===== config.mk =====
export PLATFORM = sky130hd
export DESIGN_NAME = bus_sequencer
export DESIGN_NICKNAME = d
export VERILOG_FILES = /design/src/rtl/bus_sequencer_pkg.sv /design/src/rtl/bus_sequencer_mem_wait_timer.sv /design/src/rtl/bus_sequencer.sv
export SDC_FILE = /design/constraint.sdc
export NUM_CORES = 1
export LEC_CHECK = 0
export CORE_MARGIN = 3
export CORE_UTILIZATION = 44
export CTS_CLUSTER_SIZE = 40
export DETAILED_ROUTE_END_ITERATION = 8
export PLACE_DENSITY = 0.83
export RECOVER_POWER = 100
export SYNTH_ARGS = -nofsm -noshare
export SYNTH_HDL_FRONTEND = slang
export SYNTH_SLANG_ARGS = --single-unit
export TNS_END_PERCENT = 30

===== constraint.sdc =====
create_clock -name clk -period 1.85 [get_ports clk]
set_input_delay 0.185 -clock clk [delete_from_list [all_inputs] [get_ports clk]]
set_output_delay 0.185 -clock clk [all_outputs]
set_load 0.01 [all_outputs]

===== src/rtl/bus_sequencer_pkg.sv =====
// bus_sequencer shared types and encodings
// states, opcodes, B-bus selects, ALU ops
package bus_sequencer_pkg;

  typedef enum logic [3:0] {
    ST_F1, ST_F2, ST_F3, ST_DEC,
    ST_L1, ST_L2, ST_L3,
    ST_S1, ST_S2, ST_S3,
    ST_X1, ST_M1, ST_J1,
    ST_HALT
  } state_t;

  localparam logic [3:0] OP_NOP   = 4'h0;
  localparam logic [3:0] OP_LOAD  = 4'h1;
  localparam logic [3:0] OP_STORE = 4'h2;
  localparam logic [3:0] OP_ADD   = 4'h3;
  localparam logic [3:0] OP_SUB   = 4'h4;
  localparam logic [3:0] OP_MOVE  = 4'h5;
  localparam logic [3:0] OP_JMP   = 4'h6;
  localparam logic [3:0] OP_JMPZ  = 4'h7;
  localparam logic [3:0] OP_HALT  = 4'hF;

  localparam logic [2:0] BSEL_NONE = 3'b000;
  localparam logic [2:0] BSEL_GP   = 3'b001;
  localparam logic [2:0] BSEL_PC   = 3'b010;
  localparam logic [2:0] BSEL_GP2  = 3'b011;
  localparam logic [2:0] BSEL_MDR  = 3'b100;
  localparam logic [2:0] BSEL_MAR  = 3'b101;
  localparam logic [2:0] BSEL_IR   = 3'b110;

  localparam logic [1:0] ALU_PASSB = 2'b00;
  localparam logic [1:0] ALU_ADD   = 2'b01;
  localparam logic [1:0] ALU_SUB   = 2'b10;
  localparam logic [1:0] ALU_PASSA = 2'b11;

  function automatic logic is_wait(state_t s);
    return (s == ST_F2) || (s == ST_L2) ||
           (s == ST_S3);
  endfunction

endpackage


===== src/rtl/bus_sequencer_mem_wait_timer.sv =====
// mem_wait_timer: 8-bit wait counter
// cleared outside wait states, expires at LIMIT
module mem_wait_timer #(
  parameter int LIMIT = 255
) (
  input  logic clk,
  input  logic rst_n,
  input  logic clr,
  input  logic en,
  output logic expired
);

  localparam logic [7:0] LIM = 8'(LIMIT);

  logic [7:0] cnt;

  // count waiting cycles, restart on clear
  always_ff @(posedge clk or negedge rst_n) begin
    if (!rst_n) begin
      cnt <= 8'd0;
    end else if (clr) begin
      cnt <= 8'd0;
    end else if (en) begin
      cnt <= cnt + 8'd1;
    end
  end

  assign expired = (cnt == LIM);

endmodule


===== src/rtl/bus_sequencer.sv =====
// bus_sequencer: Moore control FSM for
// the 16-bit B-bus datapath
module bus_sequencer
  import bus_sequencer_pkg::*;
#(
  parameter int DATA_W      = 16,
  parameter int MEM_TIMEOUT = 255
) (
  input  logic              clk,
  input  logic              rst_n,
  input  logic [DATA_W-1:0] IR,
  input  logic              Z,
  input  logic              mem_ready,
  output logic [2:0]        B_sel,
  output logic [1:0]        alu_op,
  output logic              mar_we,
  output logic              mdr_we,
  output logic              ir_we,
  output logic              ac_we,
  output logic              gp_we,
  output logic              gp2_we,
  output logic              pc_we,
  output logic              pc_inc,
  output logic              z_we,
  output logic              mem_rd,
  output logic              mem_wr,
  output logic              halted,
  output logic              bus_err
);

  state_t     state;
  logic       err_q;
  logic       waiting;
  logic       expired;
  logic [3:0] opc;
  logic       rsel;
  logic       unused_ir;

  assign opc       = IR[DATA_W-1 -: 4];
  assign rsel      = IR[0];
  assign unused_ir = ^IR[DATA_W-5:1];
  assign waiting   = is_wait(state);

  mem_wait_timer #(
    .LIMIT (MEM_TIMEOUT)
  ) u_timer (
    .clk     (clk),
    .rst_n   (rst_n),
    .clr     (!waiting),
    .en      (waiting && !mem_ready),
    .expired (expired)
  );

  // state sequencing and sticky bus error
  always_ff @(posedge clk or negedge rst_n) begin
    if (!rst_n) begin
      state <= ST_F1;
      err_q <= 1'b0;
    end else begin
      unique case (state)
        ST_F1: state <= ST_F2;
        ST_F2: begin
          if (mem_ready) begin
            state <= ST_F3;
          end else if (expired) begin
            state <= ST_HALT;
            err_q <= 1'b1;
          end
        end
        ST_F3: state <= ST_DEC;
        ST_DEC: begin
          case (opc)
            OP_LOAD:  state <= ST_L1;
            OP_STORE: state <= ST_S1;
            OP_ADD:   state <= ST_X1;
            OP_SUB:   state <= ST_X1;
            OP_MOVE:  state <= ST_M1;
            OP_JMP:   state <= ST_J1;
            OP_JMPZ:
              state <= Z ? ST_J1 : ST_F1;
            OP_HALT:  state <= ST_HALT;
            default:  state <= ST_F1;
          endcase
        end
        ST_L1: state <= ST_L2;
        ST_L2: begin
          if (mem_ready) begin
            state <= ST_L3;
          end else if (expired) begin
            state <= ST_HALT;
            err_q <= 1'b1;
          end
        end
        ST_L3: state <= ST_F1;
        ST_S1: state <= ST_S2;
        ST_S2: state <= ST_S3;
        ST_S3: begin
          if (mem_ready) begin
            state <= ST_F1;
          end else if (expired) begin
            state <= ST_HALT;
            err_q <= 1'b1;
          end
        end
        ST_X1:   state <= ST_F1;
        ST_M1:   state <= ST_F1;
        ST_J1:   state <= ST_F1;
        ST_HALT: state <= ST_HALT;
        default: state <= ST_F1;
      endcase
    end
  end

  logic [2:0] bsel_c;
  logic [1:0] alu_c;
  logic       mar_c, mdr_c, ir_c, ac_c;
  logic       gp_c, gp2_c, pcw_c, pci_c;
  logic       z_c, rd_c, wr_c, hlt_c;

  // per-state control word
  always_comb begin
    bsel_c = BSEL_NONE;
    alu_c  = ALU_PASSB;
    mar_c  = 1'b0;
    mdr_c  = 1'b0;
    ir_c   = 1'b0;
    ac_c   = 1'b0;
    gp_c   = 1'b0;
    gp2_c  = 1'b0;
    pcw_c  = 1'b0;
    pci_c  = 1'b0;
    z_c    = 1'b0;
    rd_c   = 1'b0;
    wr_c   = 1'b0;
    hlt_c  = 1'b0;
    unique case (state)
      ST_F1: begin
        bsel_c = BSEL_PC;
        mar_c  = 1'b1;
      end
      ST_F2, ST_L2: begin
        rd_c  = 1'b1;
        mdr_c = 1'b1;
      end
      ST_F3: begin
        bsel_c = BSEL_MDR;
        ir_c   = 1'b1;
        pci_c  = 1'b1;
      end
      ST_L1, ST_S1: begin
        bsel_c = BSEL_IR;
        mar_c  = 1'b1;
      end
      ST_L3: begin
        bsel_c = BSEL_MDR;
        ac_c   = 1'b1;
        z_c    = 1'b1;
      end
      ST_S2: begin
        alu_c = ALU_PASSA;
        mdr_c = 1'b1;
      end
      ST_S3: wr_c = 1'b1;
      ST_X1: begin
        bsel_c = rsel ? BSEL_GP2 : BSEL_GP;
        alu_c  = (opc == OP_ADD) ?
                 ALU_ADD : ALU_SUB;
        ac_c   = 1'b1;
        z_c    = 1'b1;
      end
      ST_M1: begin
        alu_c = ALU_PASSA;
        gp_c  = !rsel;
        gp2_c = rsel;
      end
      ST_J1: begin
        bsel_c = BSEL_IR;
        pcw_c  = 1'b1;
      end
      ST_HALT: hlt_c = 1'b1;
      default: ;
    endcase
  end

  // reset blanks the control word at once
  assign B_sel   = rst_n ? bsel_c : BSEL_NONE;
  assign alu_op  = rst_n ? alu_c : ALU_PASSB;
  assign mar_we  = rst_n & mar_c;
  assign mdr_we  = rst_n & mdr_c;
  assign ir_we   = rst_n & ir_c;
  assign ac_we   = rst_n & ac_c;
  assign gp_we   = rst_n & gp_c;
  assign gp2_we  = rst_n & gp2_c;
  assign pc_we   = rst_n & pcw_c;
  assign pc_inc  = rst_n & pci_c;
  assign z_we    = rst_n & z_c;
  assign mem_rd  = rst_n & rd_c;
  assign mem_wr  = rst_n & wr_c;
  assign halted  = rst_n & hlt_c;
  assign bus_err = rst_n & err_q;

endmodule


==> flow_metrics.tcl <==
set metrics [dict create \
    grt_max_degree 15 \
    grt_antenna_before_repair 0 \
    status "finished, final reports clean" \
    crit_path_start_kind "primary input" \
    rsz0062_at_grt "true" \
    clock_path_buffers 2 \
    seqPwrFrac_pct 29.0 \
    num-fill-cells 192 \
    finalSetupViolCount 0 \
    final_area_um2 1400 \
    fin_skew_ps 4.49 \
    numCtsBuffers 3 \
    critical_path_class "primary input to output port" \
    synth_top_flop_cell "dfrtp_1" \
    peakVddDrop_mv 0.568 \
    die_area_um2 2980 \
    area_growth_pct 34.3 \
    tritoncts "yes" \
    clock_latency_ps 280 \
    grt_pass1_vias 999 \
    start_util_pct 49.5 \
    clkPwrFrac_pct 12.4 \
    multi_input_area_um2 614 \
    cts_root_buf "clkbuf_4" \
    grtUsageTotal_pct 19.1 \
    synthTopCellsByArea "dfrtp_1 31%, nor2_1 6.5%, nand2_1 4.0%" \
    fin_hold_ws_ps 463 \
    cp.required_ps 1660 \
    yosysTopAreaCell "dfrtp_1" \
    gp_congestion 0.905 \
    path_cells "dlygate4sd3_1 -> buf_4 -> and2_1 -> clkdlybuf4s50_1" \
    cap_violations 0 \
    drcViolationCount 0 \
    timing.fmax_ghz 0.551 \
    finalCriticalPeriod_ps 1820 \
    num_rows 16 \
    maxSlewHeadroom_pct 55.5 \
    synth_most_common_cell "nor2_1" \
    cpPeakStageDelay_ps 660 \
    syn_nets 150 \
    synth.distinct_cells 40 \
    port_buffers 26 \
    met2_length_um 1270 \
    syn-instance-count 129 \
    pwr_density_cell_nw_per_um2 1020 \
    met1_length_um 1080 \
    postSynthAreaPerCell_um2 8.06 \
    period_share_pct 98.2 \
    cts_sinks 13 \
    overflow 0 \
    fp.dieW_um 54.6 \
    wl_um 2560 \
    drive_gt1_share_pct 16.6 \
    final.setup.tns_ps 0 \
    p_leak_nw 0.698 \
    htree_num_levels 1 \
    arrival_ps 1630 \
    yosysSeqAreaShare_pct 31.3 \
    core_region_area_um2 2100 \
    cp_max_fo 5 \
    combPwrFrac_pct 58.5 \
    firstDrtPassIters 4 \
    synth_top_area_share_pct 31.3 \
    power.switching_mw 0.626 \
    ys_seq_elements 13 \
    avgRoutedWirePerCell_um 13.0 \
    clk_pin_slew_worst_paths_ps 70 \
    die_h_um 54.6 \
    syn-cell-area_um2 1040 \
    post-dp-hpwl_um 2060 \
    ant_nets 0 \
    drt-initial-drc-count 21 \
    crit_path_end_kind "output port" \
    placed_cell_area_um2 1410 \
    vias 1069 \
    async_flop_share_pct 100 \
    yosys-top-cells-count "18 x nor2_1, 13 x dfrtp_1, 11 x nand2_1" \
    synth_warnings 0 \
    slowest_stage "dlygate4sd3_1" \
    power.internal_mw 0.798 \
    routed-wl-met3_um 150 \
    nets 191 \
    routed.top_layer "met4" \
    crit_buf_inv 3 \
    cp_top_family "buffers and inverters" \
    seqCellArea_um2 325 \
    synth_edf_count 0 \
    drt-vias-per-instance 5.45 \
    tightest_slew_ps 667 \
    slew_violations 0 \
    hold_class "flop to flop" \
    diodes 0 \
    ios 38 \
    swShare_pct 44.0 \
    finalHoldViolations 0 \
    grt_pass1_wl_um 4160 \
]
layout make-up:
type                    count  area share, %
flip-flops and latches     13           23.3
multi-input cells          99           44.0
clock buffers               4           1.88
repair buffers             46           26.5
well taps                  27           2.42
inverters                   7           1.88
power by group through the flow:
stage                     clock, mW  combinational, mW  sequential [mW]
after global routing          0.197              0.920            0.419
after detailed placement          0              0.890            0.412
after CTS                     0.182              0.860            0.410
after floorplan                   0              0.528            0.397
final                         0.177              0.833            0.413
after global placement            0              0.858            0.406
per-layer routing:
metal	track usage [%]	up-vias
li1	-	533
met1	23.2	490
met2	33.1	38
met3	3.27	8
met4	7.47	0
met5	0	-
cells in the final DEF, fill, tap and decap left out, types with 3 or more instances in the layout:
master	count
nor2_1	17
buf_4	15
dlygate4sd2_1	14
dfrtp_1	13
nand2_1	11
a21oi_1	8
clkdlybuf4s50_1	8
nand3_1	7
o21ai_0	7
clkbuf_1	7
inv_1	6
nor3_1	4
xor2_1	4
nor2b_1	3
clkbuf_4	3
worst paths after layout:
kind / from / endpoint / slack, ps / cells past startpoint
setup / recovery: rst_n / bus_err / 30 / 4
hold / removal: err_q / err_q / 460 / 1
setup reg to reg: u_timer.cnt[0] / state[2] / 160 / 5
hold reg to reg: err_q / err_q / 460 / 1
max in group asynchronous: rst_n / err_q / 690 / 3
min in group asynchronous: rst_n / state[3] / 740 / 3
registers in the layout (all words and copies together) (netlist names):
name / flops
err_q: 1
u_timer.cnt: 8
state: 4
cells by family (layout without fill, tap and decap cells):
logic type / after synthesis / in the layout / share of synthesized area (%)
flops: 13 / 13 / 31.3
simple gates: 60 / 60 / 30.4
fa+ha+maj: 1 / 1 / 1.20
mux: 2 / 2 / 1.93
compound gates: 29 / 29 / 18.8
xor+xnor: 7 / 7 / 6.62
buf+inv: 17 / 57 / 9.75
timing repair:
action                                  CTS  global route
hold buffers                              0             0
hold endpoints to repair                  0             0
endpoints found under the setup margin   17             7
gates resized for setup                  19             5
buffers inserted                          0             0
metrics by stage:
stage	worst slack [ps]	instances	util, %	total power [mW]
floorplan	334	129	-	0.925
global placement	-10.2	192	67.0	1.26
detailed placement	-24.4	192	67.0	1.30
CTS	-175	196	67.6	1.45
global route	-36.5	196	66.4	1.54
finish	33.8	196	66.4	1.42
Note: power is estimated with default switching activity, not from simulation.
